[config.mk]
export PLATFORM = sky130hd
export DESIGN_NAME = bus_rr_arbiter
export DESIGN_NICKNAME = d
export VERILOG_FILES = /design/src/rtl/bus_rr_arbiter.sv
export SDC_FILE = /design/constraint.sdc
export NUM_CORES = 1
export LEC_CHECK = 0
export CAP_MARGIN = 30
export CORE_MARGIN = 3
export CORE_UTILIZATION = 40
export CTS_BUF_LIST = sky130_fd_sc_hd__clkbuf_4 sky130_fd_sc_hd__clkbuf_8 sky130_fd_sc_hd__clkbuf_16
export DETAILED_ROUTE_END_ITERATION = 10
export PLACE_DENSITY = 0.8
export SKIP_CTS_REPAIR_TIMING = 1
export SLEW_MARGIN = 20
export SYNTH_ARGS = -nofsm -noshare
export SYNTH_HDL_FRONTEND = slang
export SYNTH_SLANG_ARGS = --single-unit
[constraint.sdc]
create_clock -name clk -period 2.1 [get_ports clk]
set_input_delay 0.315 -clock clk [delete_from_list [all_inputs] [get_ports clk]]
set_output_delay 0.315 -clock clk [all_outputs]
set_load 0.03 [all_outputs]
[src/rtl/bus_rr_arbiter.sv]
// Round-robin arbiter and transfer sequencer for the shared packet bus.
// It pops one packet from the granted driver FIFO and delivers it one-hot or broadcast.
module bus_rr_arbiter #(
  parameter int unsigned drvrs     = 4,
  parameter int unsigned pckg_sz   = 16,
  parameter logic [7:0]  broadcast = 8'hFF
) (
  input  logic                       clk,
  input  logic                       reset,
  input  logic [drvrs-1:0]           pndng,
  input  logic [drvrs*pckg_sz-1:0]   D_pop,
  output logic [drvrs-1:0]           pop,
  output logic [drvrs-1:0]           push,
  output logic [pckg_sz-1:0]         D_push,
  output logic                       busy,
  output logic [$clog2(drvrs)-1:0]   grant_id,
  output logic                       drop,
  output logic [15:0]                pkt_count
);

  localparam int unsigned GW = $clog2(drvrs);

  typedef enum logic [1:0] {StIdle, StPop, StPush} state_e;

  state_e               state_q, state_d;
  logic [GW-1:0]        last_q, last_d;
  logic [GW-1:0]        grant_q, grant_d;
  logic [drvrs-1:0]     push_q, push_d;
  logic [pckg_sz-1:0]   data_q, data_d;
  logic                 drop_q, drop_d;
  logic [15:0]          cnt_q, cnt_d;

  logic [pckg_sz-1:0]   slot [drvrs];
  logic [pckg_sz-1:0]   head;
  logic [7:0]           dest;
  logic                 rr_found;
  logic [GW-1:0]        rr_idx;
  logic [31:0]          rr_scan;

  for (genvar i = 0; i < drvrs; i++) begin : g_slot
    assign slot[i] = D_pop[i*pckg_sz +: pckg_sz];
  end

  assign head = slot[grant_q];
  assign dest = head[pckg_sz-1 -: 8];

  // First pending driver after the last grant, wrapping around.
  always_comb begin
    rr_found = 1'b0;
    rr_idx   = '0;
    rr_scan  = '0;
    for (int unsigned k = 1; k <= drvrs; k++) begin
      rr_scan = (32'(last_q) + k) % drvrs;
      if (!rr_found && pndng[GW'(rr_scan)]) begin
        rr_found = 1'b1;
        rr_idx   = GW'(rr_scan);
      end
    end
  end

  always_comb begin
    state_d = state_q;
    last_d  = last_q;
    grant_d = grant_q;
    push_d  = '0;
    data_d  = data_q;
    drop_d  = 1'b0;
    cnt_d   = cnt_q;
    pop     = '0;
    unique case (state_q)
      StIdle: begin
        if (rr_found) begin
          grant_d = rr_idx;
          last_d  = rr_idx;
          state_d = StPop;
        end
      end
      StPop: begin
        pop[grant_q] = pndng[grant_q];
        if (pndng[grant_q]) begin
          data_d  = head;
          state_d = StPush;
          if (32'(dest) < drvrs) begin
            push_d[dest[GW-1:0]] = 1'b1;
          end else if (dest == broadcast) begin
            push_d          = '1;
            push_d[grant_q] = 1'b0;
          end else begin
            drop_d = 1'b1;
          end
        end else begin
          state_d = StIdle;
        end
      end
      StPush: begin
        state_d = StIdle;
        if (|push_q) cnt_d = cnt_q + 16'd1;
      end
      default: state_d = StIdle;
    endcase
  end

  always_ff @(posedge clk) begin
    if (reset) begin
      state_q <= StIdle;
      last_q  <= GW'(drvrs - 1);
      grant_q <= '0;
      push_q  <= '0;
      data_q  <= '0;
      drop_q  <= 1'b0;
      cnt_q   <= '0;
    end else begin
      state_q <= state_d;
      last_q  <= last_d;
      grant_q <= grant_d;
      push_q  <= push_d;
      data_q  <= data_d;
      drop_q  <= drop_d;
      cnt_q   <= cnt_d;
    end
  end

  assign push      = push_q;
  assign D_push    = data_q;
  assign busy      = (state_q != StIdle);
  assign grant_id  = grant_q;
  assign drop      = drop_q;
  assign pkt_count = cnt_q;

endmodule

==> impl_metrics.csv <==
group,metric,value,unit
hold_path,holdCritPathClass,"register to register",
critical_path,setup.worst_path.class,"input port to output pin",
place,io_buffer_count,113,
synthesis,synth_enable_flop_cells,0,
synthesis,synth_fp_nets,300,
synthesis,ys_seq_elements,43,
drt,dr.pass1.iters,4,
floorplan,rows,26,
power_and_ir_drop,combPwrFrac,30.6,%
synthesis,synth.distinct_cells,37,
cts,cts_tree,"yes",
power_and_ir_drop,power_frac_seq,39.5,%
floorplan,dieWidth,81.1,um
status,outcome,"finished, final reports clean",
synthesis,yosys_warnings,0,
floorplan,die_height,81.1,um
power_and_ir_drop,switching_share,27.6,%
drt,vias_per_cell,5.37,
critical_path,crit_path_start_kind,"input port",
drt,wirelength,6580,um
synthesis,synthCells,229,
timing,worstMarginPinSlew,0.421,ns
timing,hold_violations,0,
critical_path,end_kind,"output pin",
final_layout,fin_area,3790,sq um
timing,skew,0.0110,ns
place,dp_hpwl,5210,um
timing,report.final.slew_viol_count,0,
drt,ant_nets,0,
final_layout,final_common_cell,"clkdlybuf4s50_1",
final_layout,areaGrowthSynthToFinish,68.1,%
power_and_ir_drop,vdd_ir_drop_max,0.000356,V
cts,htree_levels,2,
synthesis,synth_ff_type,"dfxtp_1",
global_routing,met3_usage,7.10,%
global_routing,antenna_found_initial,0,
cts,clk_latency,0.29,ns
cts,cts.clk_slew.worst_paths,0.07,ns
timing,fin_crit,2.05,ns
final_layout,drive_gt1_share,17.0,%
global_routing,grt_pass1_vias,2170,
job,maxCapViolCount,0,
cts,cts_buffer_depth,2,
timing,setup_violations,0,
floorplan,coreArea,5270,sq um
floorplan,die_area,6580,sq um
final_layout,antennaDiodeCount,0,
place,place_congestion,0.834,
floorplan,start_util,42.8,%
power_and_ir_drop,switching_power,0.624,mW
global_routing,grtUsageMet1,22.9,%
timing,fmax,487,MHz
timing,slew_headroom,71.7,%
critical_path,crit_required,1.78,ns
critical_path,arrival,1.74,ns
global_routing,grt_max_degree,18,
global_routing,grt_usage,19.8,%
cts,cts.sinks,43,
synthesis,ys_async_sr_fraction,0,%
timing,whs,0.488,ns
drt,drtIter0Drc,73,
floorplan,design.portCount,114,
timing,timing.final.crit_share,97.7,%
place,postPlaceCellArea,3610,sq um
critical_path,crit_fanout,5,
global_routing,grt.busiest_layer,"met2",
global_routing,overflow,0,
cts,root_buffer,"clkbuf_8",
final_layout,fin_util,72.0,%
drt,drc,0,
global_routing,grtUsageMet2,34.6,%
synthesis,synth_seq_area_share,38.1,%
power_and_ir_drop,pwr-share-clk,29.8,%
global_routing,grt_pass1_wl,9970,um
synthesis,syn_avg_cell_area,9.86,sq um
final_layout,num-nets-final,434,
drt,vias,2329,
cts,numCtsBuffers,5,
power_and_ir_drop,power-per-cell-area,596,nW/um^2
power_and_ir_drop,p_leak,1.45,nW
power_and_ir_drop,intPower,1.64,mW
final_layout,mostFrequentLayoutCells,"clkdlybuf4s50_1 (108), dfxtp_1 (41), nor2_1 (33), buf_4 (27), mux4_2 (17)",
drt,wl_per_cell,15.2,um
synthesis,netlist_area,2260,sq um
==> state kept, by name (all words and copies together) (netlist names) <==
register and flops:
state_q 2, last_q 2, push 4, grant_id 2, D_push 16, pkt_count 16, drop 1
==> path summary, 6_finish.rpt <==
check,slack (ns),end,start,cells past startpoint
setup reg to reg,0.14,push[3],grant_id[0],5
setup / recovery,0.05,pop[1],pndng[3],6
hold reg to reg,0.49,pkt_count[15],pkt_count[15],2
hold / removal,0.49,pkt_count[15],pkt_count[15],2
==> worst max-delay path, stage by stage <==
cell             delay (ns)
clkdlybuf4s50_1        0.43
mux4_2                 0.47
nand3b_1               0.18
buf_12                 0.14
nor2_1                 0.06
buf_12                 0.14
==> Yosys cell counts, types with 3 or more instances <==
cell	n	area, sq um
xnor2_1	3	26.3
nor2_1	34	128
dfxtp_1	43	861
o31ai_1	7	52.6
mux2i_1	16	160
a32o_1	3	30.0
nor3_1	6	30.0
o21ai_0	5	25.0
nand2_1	8	30.0
nand2b_1	3	18.8
a21oi_1	14	70.1
or4_1	9	67.6
mux4_2	17	383
buf_2	4	20.0
or3_1	3	18.8
clkbuf_1	6	22.5
nand3_1	5	25.0
inv_1	7	26.3
nand4_1	7	43.8
nor4_1	5	31.3
==> metal layers <==
layer | wire length [um] | vias to the layer above
li1 | - | 1134
met1 | 2600 | 1093
met2 | 3330 | 98
met3 | 607 | 4
met4 | 52 | 0
met5 | 0 | -
==> per-stage QoR <==
| stage | instances | total power, mW | TNS (ns) | setup slack [ns] |
|---|---|---|---|---|
| final | 434 | 2.26 | 0 | 0.0481 |
| after global placement | 420 | 1.57 | 0 | 0.0591 |
| after CTS | 428 | 2.24 | -0.516 | -0.140 |
| after global routing | 434 | 2.35 | -0.0341 | -0.0330 |
| after floorplan | 229 | 1.28 | 0 | 0.0849 |
| after detailed placement | 420 | 1.58 | 0 | 0.0393 |
==> area by class of cell <==
type	instances	area, sq um
fillers	428	1480
repair buffers	140	1380
multi-input cells	166	1320
flip-flops and latches	43	866
well taps	70	87.6
clock buffers	6	82.6
clock inverters	2	35.0
inverters	7	26.3
==> power groups by stage <==
| stage | registers (mW) | clock network [mW] | logic [mW] |
|---|---|---|---|
| after global placement | 0.921 | 0 | 0.645 |
| final | 0.894 | 0.674 | 0.692 |
| after global routing | 0.900 | 0.708 | 0.738 |
| after detailed placement | 0.923 | 0 | 0.655 |
| after CTS | 0.905 | 0.675 | 0.657 |
| after floorplan | 0.963 | 0 | 0.316 |
==> logic make-up after synthesis <==
logic type / after synthesis / share of synthesized area (%)
xor gates and xnor gates: 5 / 1.94
adders and majority gates: 1 / 0.554
DFF: 43 / 38.1
AOI/OAI and AO/OA: 35 / 10.0
buffers and inverters: 20 / 3.88
muxes: 33 / 24.1
and+or+nand+nor: 92 / 21.4
No activity file was read; power rests on OpenSTA's default activity.
